### config.mk
export PLATFORM = sky130hd
export DESIGN_NAME = kbd_ascii_decoder
export DESIGN_NICKNAME = d
export VERILOG_FILES = /design/src/rtl/kbd_ascii_decoder.sv
export SDC_FILE = /design/constraint.sdc
export NUM_CORES = 1
export LEC_CHECK = 0
export ABC_AREA = 1
export BUFFER_PORTS_ARGS = -buffer_cell sky130_fd_sc_hd__buf_2
export CAP_MARGIN = 15
export CORE_ASPECT_RATIO = 1.2
export CORE_UTILIZATION = 65
export DETAILED_ROUTE_END_ITERATION = 8
export GPL_ROUTABILITY_DRIVEN = 0
export MAX_ROUTING_LAYER = met4
export PLACE_DENSITY = 0.83
export SLEW_MARGIN = 20
export SYNTH_ARGS = -nofsm -noshare
export SYNTH_HDL_FRONTEND = slang
export SYNTH_SLANG_ARGS = --single-unit
### constraint.sdc
create_clock -name sys_clk -period 4.7 [get_ports sys_clk]
set_input_delay 0.705 -clock sys_clk [delete_from_list [all_inputs] [get_ports sys_clk]]
set_output_delay 0.705 -clock sys_clk [all_outputs]
set_load 0.05 [all_outputs]
### src/rtl/kbd_ascii_decoder.sv
// PS/2 set-2 scan-code to ASCII decoder with an output FIFO.
// Scan-code bytes are popped from an upstream receiver FIFO, one every two
// cycles at most. Modifier state (extended, break, shifts, caps) is tracked,
// and mapped make codes are pushed into a 2^DEPTH_LOG2 entry FIFO that a CPU
// drains with io_rdn.
// Optional feature: define KBD_EXT_KEYS_EN to map the extended (0xE0-prefixed)
// arrow keys to ASCII 0x11..0x14. When it is undefined, extended codes only
// suppress output.

module kbd_ascii_decoder #(
    parameter int DEPTH_LOG2 = 3
) (
    input  logic       sys_clk,
    input  logic       clrn,
    input  logic [7:0] key_data,
    input  logic       key_ready,
    output logic       key_rdn,
    input  logic       io_rdn,
    output logic [7:0] ascii,
    output logic       ascii_ready,
    output logic       ascii_overflow
);

    localparam int DEPTH = 1 << DEPTH_LOG2;
    localparam logic [DEPTH_LOG2:0] FULL_COUNT = (DEPTH_LOG2+1)'(DEPTH);

    typedef enum logic {
        IDLE   = 1'b0,
        DECODE = 1'b1
    } state_t;

    // Returns {valid, ascii} for a plain (non-extended) make code.
    function automatic logic [8:0] map_make(input logic [7:0] code,
                                            input logic       shifted,
                                            input logic       caps_on);
        logic [7:0] lower;
        logic [7:0] plain;
        logic [7:0] upper_sym;
        logic [8:0] result;
        lower     = 8'h00;
        plain     = 8'h00;
        upper_sym = 8'h00;
        result    = 9'h000;
        case (code)
            8'h1C: lower = "a";  8'h32: lower = "b";  8'h21: lower = "c";
            8'h23: lower = "d";  8'h24: lower = "e";  8'h2B: lower = "f";
            8'h34: lower = "g";  8'h33: lower = "h";  8'h43: lower = "i";
            8'h3B: lower = "j";  8'h42: lower = "k";  8'h4B: lower = "l";
            8'h3A: lower = "m";  8'h31: lower = "n";  8'h44: lower = "o";
            8'h4D: lower = "p";  8'h15: lower = "q";  8'h2D: lower = "r";
            8'h1B: lower = "s";  8'h2C: lower = "t";  8'h3C: lower = "u";
            8'h2A: lower = "v";  8'h1D: lower = "w";  8'h22: lower = "x";
            8'h35: lower = "y";  8'h1A: lower = "z";
            8'h16: begin plain = "1"; upper_sym = "!"; end
            8'h1E: begin plain = "2"; upper_sym = "@"; end
            8'h26: begin plain = "3"; upper_sym = "#"; end
            8'h25: begin plain = "4"; upper_sym = "$"; end
            8'h2E: begin plain = "5"; upper_sym = "%"; end
            8'h36: begin plain = "6"; upper_sym = "^"; end
            8'h3D: begin plain = "7"; upper_sym = "&"; end
            8'h3E: begin plain = "8"; upper_sym = "*"; end
            8'h46: begin plain = "9"; upper_sym = "("; end
            8'h45: begin plain = "0"; upper_sym = ")"; end
            8'h29: result = {1'b1, 8'h20};
            8'h5A: result = {1'b1, 8'h0D};
            8'h66: result = {1'b1, 8'h08};
            default: ;
        endcase
        // Letters honour caps lock; digits only honour shift.
        if (lower != 8'h00)
            result = {1'b1, (shifted ^ caps_on) ? (lower - 8'h20) : lower};
        else if (plain != 8'h00)
            result = {1'b1, shifted ? upper_sym : plain};
        return result;
    endfunction

`ifdef KBD_EXT_KEYS_EN
    // Returns {valid, ascii} for an extended (0xE0-prefixed) make code.
    function automatic logic [8:0] map_ext(input logic [7:0] code);
        logic [8:0] result;
        result = 9'h000;
        case (code)
            8'h75: result = {1'b1, 8'h11};
            8'h72: result = {1'b1, 8'h12};
            8'h6B: result = {1'b1, 8'h13};
            8'h74: result = {1'b1, 8'h14};
            default: ;
        endcase
        return result;
    endfunction
`endif

    state_t                state_q, state_d;
    logic [7:0]            byte_q, byte_d;
    logic                  ext_q, ext_d;
    logic                  brk_q, brk_d;
    logic                  shift_l_q, shift_l_d;
    logic                  shift_r_q, shift_r_d;
    logic                  caps_q, caps_d;
    logic [DEPTH_LOG2-1:0] wr_ptr_q, wr_ptr_d;
    logic [DEPTH_LOG2-1:0] rd_ptr_q, rd_ptr_d;
    logic [DEPTH_LOG2:0]   count_q, count_d;
    logic                  overflow_q, overflow_d;
    logic [7:0]            fifo_q [DEPTH];

    logic                  push;
    logic [7:0]            push_data;
    logic                  do_push;
    logic                  pop;
    logic                  full;
    logic                  empty;

    // Upstream pop strobe: asserted while idle with a byte waiting, and forced
    // inactive during reset.
    assign key_rdn = ~(clrn & (state_q == IDLE) & key_ready);

    // Byte fetch / decode sequencing and modifier tracking.
    always_comb begin
        // NOTE: every combinationally assigned signal gets a default first so
        // no path leaves it unassigned, which would infer a latch.
        state_d   = state_q;
        byte_d    = byte_q;
        ext_d     = ext_q;
        brk_d     = brk_q;
        shift_l_d = shift_l_q;
        shift_r_d = shift_r_q;
        caps_d    = caps_q;
        push      = 1'b0;
        push_data = 8'h00;
        case (state_q)
            IDLE: begin
                if (key_ready) begin
                    byte_d  = key_data;
                    state_d = DECODE;
                end
            end
            DECODE: begin
                state_d = IDLE;
                if (byte_q == 8'hE0) begin
                    ext_d = 1'b1;
                end else if (byte_q == 8'hF0) begin
                    brk_d = 1'b1;
                end else begin
                    ext_d = 1'b0;
                    brk_d = 1'b0;
                    if (byte_q == 8'h12) begin
                        shift_l_d = ~brk_q;
                    end else if (byte_q == 8'h59) begin
                        shift_r_d = ~brk_q;
                    end else if (byte_q == 8'h58) begin
                        if (!brk_q)
                            caps_d = ~caps_q;
                    end else if (!brk_q) begin
                        if (ext_q) begin
`ifdef KBD_EXT_KEYS_EN
                            {push, push_data} = map_ext(byte_q);
`endif
                        end else begin
                            {push, push_data} = map_make(byte_q,
                                                         shift_l_q | shift_r_q,
                                                         caps_q);
                        end
                    end
                end
            end
        endcase
    end

    // Output FIFO pointer/count bookkeeping; a push into a full FIFO only
    // succeeds when a pop frees a slot on the same edge.
    always_comb begin
        empty      = (count_q == '0);
        full       = (count_q == FULL_COUNT);
        pop        = ~io_rdn & ~empty;
        do_push    = push & (~full | pop);
        overflow_d = overflow_q | (push & full & ~pop);
        wr_ptr_d   = do_push ? wr_ptr_q + 1'b1 : wr_ptr_q;
        rd_ptr_d   = pop ? rd_ptr_q + 1'b1 : rd_ptr_q;
        count_d    = count_q;
        case ({do_push, pop})
            2'b10:   count_d = count_q + 1'b1;
            2'b01:   count_d = count_q - 1'b1;
            default: count_d = count_q;
        endcase
    end

    // Control and modifier state registers.
    always_ff @(posedge sys_clk or negedge clrn) begin
        // NOTE: sequential state uses non-blocking assignments so every flop
        // samples pre-edge values regardless of statement order.
        if (!clrn) begin
            state_q    <= IDLE;
            byte_q     <= 8'h00;
            ext_q      <= 1'b0;
            brk_q      <= 1'b0;
            shift_l_q  <= 1'b0;
            shift_r_q  <= 1'b0;
            caps_q     <= 1'b0;
            wr_ptr_q   <= '0;
            rd_ptr_q   <= '0;
            count_q    <= '0;
            overflow_q <= 1'b0;
        end else begin
            state_q    <= state_d;
            byte_q     <= byte_d;
            ext_q      <= ext_d;
            brk_q      <= brk_d;
            shift_l_q  <= shift_l_d;
            shift_r_q  <= shift_r_d;
            caps_q     <= caps_d;
            wr_ptr_q   <= wr_ptr_d;
            rd_ptr_q   <= rd_ptr_d;
            count_q    <= count_d;
            overflow_q <= overflow_d;
        end
    end

    // FIFO storage.
    always_ff @(posedge sys_clk or negedge clrn) begin
        // NOTE: the storage array is reset on purpose so the head reads 0x00
        // straight out of reset; this keeps it in flops rather than RAM.
        if (!clrn) begin
            for (int i = 0; i < DEPTH; i++)
                fifo_q[i] <= 8'h00;
        end else if (do_push) begin
            fifo_q[wr_ptr_q] <= push_data;
        end
    end

    assign ascii          = fifo_q[rd_ptr_q];
    assign ascii_ready    = ~empty;
    assign ascii_overflow = overflow_q;

endmodule

## Word-level counts from Yosys, hierarchy flattened

Cells that the tools add are included.

| word-level totals | value |
|---|---|
| memories | 0 |
| bits in read-only memories | 0 |
| output and inout bits | 11 |
| bits of input ports | 12 |
| word-level logic and storage cells | 162 |
| bits in latches | 0 |
| RAM bits | 0 |
| bits in registers | 89 |

| cells by class | value |
|---|---|
| equality and inequality tests | 48 |
| multipliers | 0 |
| muxes and demuxes | 52 |
| reduce and logical (&&, ||, !) cells | 11 |
| $lt $le $gt $ge | 3 |
| add/sub/neg operators | 5 |
| div/mod/pow operators | 0 |
| shift-type cells | 0 |
| bitwise logic cells | 24 |

Operators by type and width:

| cell | count |
|---|---|
| $mux W8 | 29 |
| $eq A8 B6 Y1 const B | 23 |
| $pmux W7 S26 | 1 |
| $eq A8 B7 Y1 const B | 11 |
| $pmux W7 S10 | 1 |
| $bwmux W64 | 1 |
| $eq A8 B5 Y1 const B | 8 |
| $pmux W6 S10 | 1 |
| $pmux W9 S3 | 1 |
| $bmux W8 S3 | 1 |
| $demux W8 S3 | 1 |
| $mux W9 | 2 |
| $eq A8 B8 Y1 const B | 2 |
| $reduce_bool A8 Y1 | 2 |
| $mux W1 | 12 |
| $not A1 Y1 | 12 |
| $ge A4 B4 Y1 const B | 2 |
| $not A3 Y4 | 2 |
| $pmux W4 S2 | 1 |
| $sub A8 B6 Y8 const B | 1 |
| $reduce_and A7 Y1 | 1 |
| $add A3 B1 Y3 const B | 2 |
| $and A1 B1 Y1 | 6 |
| $reduce_and A2 Y1 | 3 |
| other kinds (15) | 17 |

## Depth between registers and ports, before layout

Gate-level depths: netlist of run 1.

| logic depth | value |
|---|---|
| word-level depth | 24 |
| gate-level depth with buffers | 21 |
| depth with buffers taken out | 20 |

## Worst setup path before layout of run 1

Ideal clock, no wire load.

| timing path | value |
|---|---|
| path kind | register to register |
| start | register byte_q[0] |
| end | register count_q[2] |
| cell stages (with the launch flop) | 20 |
| buffers on the path | 1 |
| library setup time | 0.128 ns |
| path slack | 2.009 ns |
| data required time | 4.572 ns |
| data arrival time | 2.563 ns |
| period minus slack after synthesis | 2.691 ns |
| cells stage by stage | dfrtp_1 > inv_2 > nand2_1 > nor2_1 > nand2_1 > nand2_1 > nor2_1 > nand3_2 > nor2_1 > nand2_4 > nand3_4 > buf_8 > ha_1 > nand2_1 > inv_1 > nor2_1 > ha_1 > a21oi_1 > xnor2_1 > o21ai_0 |

| on the way | value |
|---|---|
| longest elaborated chain between the ends | 24 |
| elaborated cells between the ends (all ways) | 80 |
| classes of those cells | eq/ne (46); mux (30); bitwise (1); reduce/logical (3) |

RTL lines:

| element | RTL line | RTL |
|---|---|---|
| from (decl) | 94 | `logic [7:0] byte_q, byte_d;` |
| from (signal assigned) | 205 | `byte_q <= byte_d;` |
| $eq A8 B7 Y1 (tied with other cells) | 44 | `case (code)` |
| $pmux W6 S10 | 44 |  |
| $mux W8 | 154 | `if (ext_q) begin` |
| $mux W8 | 153 | `end else if (!brk_q) begin` |
| $mux W8 | 150 | `end else if (byte_q == 8'h58) begin` |
| $mux W8 | 148 | `end else if (byte_q == 8'h59) begin` |
| $mux W8 | 146 | `if (byte_q == 8'h12) begin` |
| $mux W8 | 141 | `end else if (byte_q == 8'hF0) begin` |
| (+8 left out) | -- |  |
| $mux W1 | 148 |  |
| $mux W1 | 146 |  |
| $mux W1 | 141 |  |
| $mux W1 * | 139 | `if (byte_q == 8'hE0) begin` |
| $mux W1 * | 130 | `case (state_q)` |
| $and A1 B1 Y1 * | 175 | `do_push = push & (~full \| pop);` |
| $eq A2 B1 Y1 / $eq A2 B2 Y1 (equally long branches) | 180 | `case ({do_push, pop})` |
| $pmux W4 S2 / $reduce_bool A2 Y1 (equally long branches) | -- |  |
| to (signal assigned) | 213 | `count_q <= count_d;` |
| to (decl) | 102 | `logic [DEPTH_LOG2:0] count_q, count_d;` |

Mark *: on every way between the ends. The rest lies on a longest branch, timed or not. The select of a mux whose other input is x is not followed.
A chain may end at the register's enable or synchronous reset.

## Worst setup path after layout of run 1

| timing path | value |
|---|---|
| start | register rd_ptr_q[1] |
| end | output port ascii[2] |

| on the way | value |
|---|---|
| longest elaborated chain between the ends | 4 |

RTL lines:

| element | RTL line | RTL |
|---|---|---|
| from (decl) | 101 | `logic [DEPTH_LOG2-1:0] rd_ptr_q, rd_ptr_d;` |
| from (signal assigned) | 212 | `rd_ptr_q <= rd_ptr_d;` |
| $not A3 Y4 (not written as such) | 230 | `assign ascii = fifo_q[rd_ptr_q];` |
| $bmux W8 S3 | 230 |  |
| $mux W8 (not written as such) (2 in a row) | 230 |  |
| to (decl) | 19 | `output logic [7:0] ascii,` |

No other way between the ends. The select of a mux whose other input is x is not followed.

==> metrics.txt, run 1 <==
relative contribution of sequential cells to total power 35.0%; post-cts sizing count 0; maximum number of pins on one net before global-route repair 50; Post-Place Cell Area 0.00545 sq mm; max_slew headroom approximately 34%; global-route wire length before repair 22200 um; worst vdd rail ir drop 0.296 mV; number of max-slew violations in the final report 0; final routed DRC violation total 2; final standard cell area without fillers 0.00563 sq mm; cell type contributing the most total cell area after synthesis dfrtp_1; Final min period 3.34 ns; Clock Power Share between 10% and 20%; total routing usage reported by global routing 34.5%; most frequent cell after synthesis nand2_1; startpoint type of the worst setup path register; endpoint arrival time on the critical path between 2 and 3 ns; IO Port Bufs 22; required time at the endpoint of the critical path 3.99 ns; Avg WL per Cell ~15 um; worst-path cell chain inv_1, o21ai_0, o22ai_1, nor2_1, a31oi_1, buf_2; power density of the placed cells ~470 mW/mm^2; peak clock frequency supported by timing 299 MHz; primary flip-flop cell chosen by synthesis mapping dfrtp_1; hold buffer count at cts 0; fraction of final layout cells with drive strength greater than 1 10.2%; Commonest cells post-synth 323 x nand2_1, 116 x nor2_1, 89 x dfrtp_1; Leakage Power between 3 and 4 nW; sequential-to-total area share from yosys stat a little over two fifths; Area growth syn-to-layout 6.66%; slowest library cell on the worst path dfrtp_1; worst-case clock buffer depth 2; Die Outline Area 0.00848 sq mm; violations in the final reports DRC; outcome complete, but fails checks; number of antenna violations at the first check in global routing 0; number of max-cap violations 0; number of synthesized register bits 89; clk slew on worst S/H paths 0.10 ns; top-area cell type share of the netlist area 42.2%; number of search-and-repair iterations in the first detailed-routing pass 7; Sw Ratio a little under half; setup repair after global routing missed its margin false; number of flops mapped to enable cells by yosys 0; Worst Setup Path Type reg2out; CTS Buf Count 9; Clock Sinks 89; Int Power 0.00138 W; area inside the core boundary 0.00775 sq mm; iteration-0 DRC count of the detailed router approximately 460; Post-layout nets 795; worst min-delay path class in2async; DPL Wire Length 9420 um; number of vias after detailed routing 5048; root buf cell clkbuf_8; async set-or-reset flop fraction in the synthesized netlist 100%; Setup-failing EPs final 0; total negative setup slack 0 ns; endpoint type of the worst setup path output pin; NetSw approximately 0.0013 W; critical path peak fanout 18; mapped cell area 0.00528 sq mm; Synth Warn # 0; clock latency reported for the late side of the worst-skew pair 0.37 ns; most area-consuming cells after synthesis dfrtp_1 42%, nand2_1 23%, nor2_1 8.3%, o21ai_0 4.6%, inv_1 2.4%; number of global-route vias before repair 4834; Gate Count Post-Synth 754; I/O Pins 23; Total Wirelength 13300 um; distinct cell type count after synthesis 38; CTS tree done; Final Hold Vio Count 0; count of antenna diodes in the layout 0; cell row count 35; die width 84.2 um; power share of the combinational group 46.0%; slew at the pin closest to its max-slew limit 0.992 ns; starting utilization of the core area around two thirds; maximum clock skew at final layout 0.0129 ns; Die Span Y slightly above 100 um; vias per cell 5.78; Clock H-tree levels 3; remaining global-route overflow 0; average footprint of a synthesized cell 7.00 sq um; Synthesized Nets 773; delay of the slowest cell on the worst path 0.67 ns; number of buffers inserted by post-CTS setup repair 0; crit share post-route 71.1%; Antenna Violating Nets Remaining 0
## path summary, 6_finish.rpt
kind                       slack [ns]          to         from  cells past startpoint
min in group sys_clk             0.48  fifo_q[22]   fifo_q[22]                      2
max in group asynchronous        3.35  fifo_q[28]         clrn                      2
max                              1.36    ascii[2]  rd_ptr_q[1]                      6
min reg2reg                      0.48  fifo_q[22]   fifo_q[22]                      2
max reg2reg                      1.41  count_q[3]    byte_q[0]                     20
min                              0.31   fifo_q[2]         clrn                      1
## layout by cell type (no fill, tap or decap), types with 3 or more instances in the layout
cell type  instances
nand3b_1           3
nor3_1             5
dfrtp_1           89
nand4_1           15
ha_1               7
buf_2             21
o22ai_1            8
a21oi_1           11
nor2_2            12
xor2_1             5
nand3_1           12
nand2_1          323
buf_4              4
a31oi_1            9
inv_1             34
inv_2              9
o21ai_0           48
nor2_4             5
xnor2_1            4
nor2_8             4
o21ai_1            4
nor2_1           116
clkbuf_8          10
## registers in the layout (all words and copies together) (netlist names)
register	flops
state_q	1
ascii_overflow	1
brk_q	1
count_q	4
shift_r_q	1
fifo_q	64
wr_ptr_q	3
shift_l_q	1
caps_q	1
byte_q	8
rd_ptr_q	3
ext_q	1
## logic make-up (layout without fill, tap and decap cells)
family | count (synthesis) | in the layout | synth area share (%)
AND/OR/NAND/NOR | 504 | 504 | 40.9
flip-flops | 89 | 89 | 42.2
AO/OA/AOI/OAI | 85 | 85 | 8.75
buffers and inverters | 59 | 86 | 4.70
XOR/XNOR | 10 | 10 | 1.80
adder cells (fa/ha/maj) | 7 | 7 | 1.66
## layer usage
metal	global-route usage, %	vias to the layer above	part of all wire (%)
met1	39.3	2333	40
met2	59.1	226	49
met5	-	-	0
met3	5.81	53	6.5
li1	-	2436	-
met4	17.9	0	4.7
## through the flow
| step | setup slack [ns] | std cells | power [W] | util [%] | hold WS (ns) |
|---|---|---|---|---|---|
| 2_1_floorplan | 2.01 | 754 | 0.00185 | - | 0.409 |
| 3_3_place_gp | 1.61 | 857 | 0.00211 | 70.3 | 0.456 |
| 3_5_place_dp | 1.50 | 857 | 0.00213 | 70.3 | 0.460 |
| 4_1_cts | 1.43 | 873 | 0.00262 | 72.6 | 0.331 |
| 5_1_grt | 1.10 | 873 | 0.00278 | 72.6 | 0.336 |
| 6_report | 1.36 | 873 | 0.00263 | 72.6 | 0.313 |
## final cells by class
cell class	instances	area (sq um)
multi-input combinational	606	2800
sequential	89	2230
fill	648	2120
inverter	45	169
clock buffer	11	141
timing repair buffer	25	135
tap	92	115
clock inverter	5	38.8
## power by group through the flow
stage / Sequential [W] / Clock, W / Combinational (W)
6_report: 0.000921 / 0.000499 / 0.00121
5_1_grt: 0.000929 / 0.000532 / 0.00132
4_1_cts: 0.000917 / 0.000499 / 0.00121
3_5_place_dp: 0.000933 / 0 / 0.00120
3_3_place_gp: 0.000928 / 0 / 0.00118
2_1_floorplan: 0.000913 / 0 / 0.000938
## worst max-delay path, delay by kind of cell, from the launching register on
family,cells,cell delay [ns]
flip-flops,1,0.67
AO/OA/AOI/OAI,3,0.67
AND/OR/NAND/NOR,1,0.07
buffers and inverters,2,0.85
No activity file was read; power rests on OpenSTA's default activity.
==> inputs of run 2 (changes only) <==
--- a/config.mk
+++ b/config.mk
@@ -5,15 +5,15 @@
 export SDC_FILE = /design/constraint.sdc
 export NUM_CORES = 1
 export LEC_CHECK = 0
-export ABC_AREA = 1
+export ABC_AREA = 0
 export BUFFER_PORTS_ARGS = -buffer_cell sky130_fd_sc_hd__buf_2
 export CAP_MARGIN = 15
 export CORE_ASPECT_RATIO = 1.2
-export CORE_UTILIZATION = 65
+export CORE_UTILIZATION = 56
 export DETAILED_ROUTE_END_ITERATION = 8
 export GPL_ROUTABILITY_DRIVEN = 0
 export MAX_ROUTING_LAYER = met4
-export PLACE_DENSITY = 0.83
+export PLACE_DENSITY = 0.76
 export SLEW_MARGIN = 20
 export SYNTH_ARGS = -nofsm -noshare
 export SYNTH_HDL_FRONTEND = slang
==> constraint.sdc (replaced) <==
create_clock -name sys_clk -period 2.8 [get_ports sys_clk]
set_input_delay 0.42 -clock sys_clk [delete_from_list [all_inputs] [get_ports sys_clk]]
set_output_delay 0.42 -clock sys_clk [all_outputs]
set_load 0.05 [all_outputs]
==> metrics.txt, run 2 <==
outcome complete, but fails checks; violations in the final reports setup timing; remaining global-route overflow 0 (unchanged); Filler cells 620 (-4.3%); peak clock frequency supported by timing 337 MHz; Post-Place Cell Area 0.00606 sq mm (+11%); number of max-cap violations 0 (unchanged); Final WS setup -0.168 ns (-1.53 ns); cell type contributing the most total cell area after synthesis dfrtp_1; Clock Power Share 22.6% (+3.6 points); Final Hold Vio Count 0 (unchanged); Die Span Y 109 um (+8.0%); Int Power 0.00264 W (+92%); maximum clock skew at final layout 0.0141 ns (+0.00116 ns); root buf cell clkbuf_8; number of flops mapped to enable cells by yosys 0 (unchanged); Sw Ratio 36.0% (-12 points); Die Outline Area 0.00989 sq mm (+17%); most area-consuming cells after synthesis dfrtp_1 42%, mux2_1 9.7%, mux4_2 6.8%, mux2_4 4.8%, mux2_2 4.2%; required time at the endpoint of the critical path 3.09 ns (-0.90 ns); Antenna Violating Nets Remaining 0 (unchanged); Commonest cells post-synth 89 x dfrtp_1, 46 x mux2_1, 25 x nand2_1; Gate Count Post-Synth 441 (-42%); Clock Sinks 89 (unchanged); power share of the combinational group 36.2% (-9.8 points); Post-layout nets 547 (-31%); max FFs per register 64 (unchanged); crit share post-route 106%; vias per cell 6.15 (+6.4%); NetSw 0.00148 W (+18%); distinct cell type count after synthesis 73 (+92%); global-route wire length before repair 20500 um (-7.5%); library cell appearing most often on the critical path xor2_1; number of search-and-repair iterations in the first detailed-routing pass 5 (-2); register name with the most flops fifo_q; setup repair after global routing missed its margin true; slew at the pin closest to its max-slew limit 0.853 ns (-0.139 ns); critical path buffer and inverter count 1 (-1); Clock H-tree levels 3 (unchanged); Total Wirelength 13300 um (+0.22%); fraction of final layout cells with drive strength greater than 1 47.1% (+37 points); I/O Pins 23 (unchanged); most frequent cells in the layout 86 x dfrtp_1, 69 x buf_4, 61 x mux2_4; relative contribution of sequential cells to total power 41.1% (+6.1 points); clk slew on worst S/H paths 0.09 ns (about the same); Design Power 0.00412 W (+57%); number of vias after detailed routing 4019 (-20%); power density of the placed cells 616 mW/mm^2 (+32%); final hold slack 0.253 ns (-0.0597 ns); top-area cell type share of the netlist area 41.9% (-0.32 points); Synth Warn # 0 (unchanged); worst-case clock buffer depth 2 (unchanged); Worst Setup Path Type reg2reg; iteration-0 DRC count of the detailed router 196 (-58%); Leakage Power 3.18 nW (+3.9%); area inside the core boundary 0.00913 sq mm (+18%); DPL Wire Length 8670 um (-8.0%); number of global-route vias before repair 4158 (-14%); startpoint type of the worst setup path register; mapped cell area 0.00532 sq mm (+0.76%); average footprint of a synthesized cell 12.1 sq um (+72%); endpoint type of the worst setup path register; sequential-to-total area share from yosys stat 41.9% (-0.32 points); endpoint arrival time on the critical path 3.26 ns (+0.63 ns); slowest library cell on the worst path dfrtp_2; IO Port Bufs 22 (unchanged); CTS tree done; number of max-slew violations in the final report 0 (unchanged); number of synthesized register bits 89 (unchanged); worst-path cell chain buf_12, and4b_1, a21o_1, a31oi_1, nand4_1, or3_4, nand2_8, ha_4, xor2_1, ha_2, a21oi_2, xor2_1, nor2_1, xor2_1; number of antenna violations at the first check in global routing 0 (unchanged); starting utilization of the core area 58.2% (-9.8 points); delay of the slowest cell on the worst path 0.49 ns (-0.18 ns); cell row count 38 (+8.6%); async set-or-reset flop fraction in the synthesized netlist 100% (unchanged); max_slew headroom 43.2% (+9.3 points); most common cell after layout, fill and taps aside dfrtp_1; Largest delay share family, worst path simple AND/OR/NAND/NOR gates; CTS Buf Count 9 (unchanged); leading registers by flop count fifo_q x64, byte_q x8, count_q x4; clock latency reported for the late side of the worst-skew pair 0.38 ns (about the same); die width 90.9 um (+8.0%); worst min-delay path class in2reg; Final min period 2.97 ns; most frequent cell after synthesis dfrtp_1; final routed DRC violation total 0 (-2); worst vdd rail ir drop 0.352 mV (+19%); maximum number of pins on one net before global-route repair 59 (+18%); Setup-failing EPs final 52 (+52); primary flip-flop cell chosen by synthesis mapping dfrtp_1; final standard cell area without fillers 0.00669 sq mm (+19%); Avg WL per Cell 20.4 um (+34%); count of antenna diodes in the layout 0 (unchanged); Area growth syn-to-layout 25.8%; Synthesized Nets 460 (-40%); critical path peak fanout 8 (-10); total routing usage reported by global routing 28.0% (-6.6 points)
==> run 2: worst min-delay path: stages <==
cell and delay [ns]:
buf_2 0.08, nand2_1 0.03, o21ai_0 0.06
==> run 2: cell type report <==
| class | instances | area, sq um | area share [%] |
|---|---|---|---|
| Timing Repair Buffer | 107 | 881 | 13.2 |
| Tap cell | 120 | 150 | 2.25 |
| Sequential cell | 89 | 2230 | 33.4 |
| Clock inverter | 5 | 62.6 | 0.936 |
| Clock buffer | 11 | 141 | 2.11 |
| Multi-Input combinational cell | 317 | 3210 | 47.9 |
| Inverter | 4 | 15.0 | 0.225 |
==> run 2: worst paths after layout <==
kind | from | to | slack (ns) | cells after the start
min | key_data[3] | byte_q[3] | 0.25 | 3
max | byte_q[4] | count_q[2] | -0.17 | 14
min in group asynchronous | clrn | fifo_q[62] | 0.53 | 2
max in group asynchronous | clrn | byte_q[2] | 1.18 | 3
max reg2reg | byte_q[4] | count_q[2] | -0.17 | 14
min reg2reg | ascii_overflow | ascii_overflow | 0.49 | 1
==> run 2: power by group through the flow <==
stage	Sequential, W	Clock [W]	Combinational (W)
final	0.00170	0.000933	0.00149
after floorplan	0.00156	0	0.00106
after global routing	0.00171	0.000994	0.00161
after global placement	0.00168	0	0.00132
after detailed placement	0.00170	0	0.00136
after CTS	0.00168	0.000945	0.00140
==> run 2: layer usage <==
metal,wire (um),up-vias,GRT usage (%),part of all wire (%)
met5,0,-,-,0
met2,7090,145,48.2,53
met4,393,0,15.2,2.9
li1,-,1810,-,-
met3,507,38,4.46,3.8
met1,5350,2026,31.4,40
==> run 2: timing repair <==
item	4_1_cts	5_1_grt
hold buffers	1	0
pin swaps	6	10
hold endpoints to repair	31	0
gates cloned	0	0
endpoints found under the setup margin	52	62
setup buffers	6	7
resized for setup	25	50
==> run 2: per-stage QoR <==
step                      setup slack (ns)  instances  TNS (ns)  utilization (%)
after detailed placement            -0.152        624     -2.94             66.3
after global routing                -0.281        653     -7.75             73.2
after floorplan                     -0.111        441    -0.228                -
after CTS                          -0.0884        647    -0.280             70.5
final                               -0.168        653     -3.88             73.2
after global placement              -0.124        624    -0.906             66.3
==> run 2: logic make-up (layout without fill, tap and decap cells) <==
kind of cell	after synthesis	count (layout)	synth area share [%]
AND/OR/NAND/NOR	132	132	15.7
multiplexers	102	102	26.1
flip-flops	89	89	41.9
AO/OA/AOI/OAI	61	61	8.12
buffers and inverters	35	127	3.86
XOR/XNOR	15	15	2.61
adder cells (fa/ha/maj)	7	7	1.65
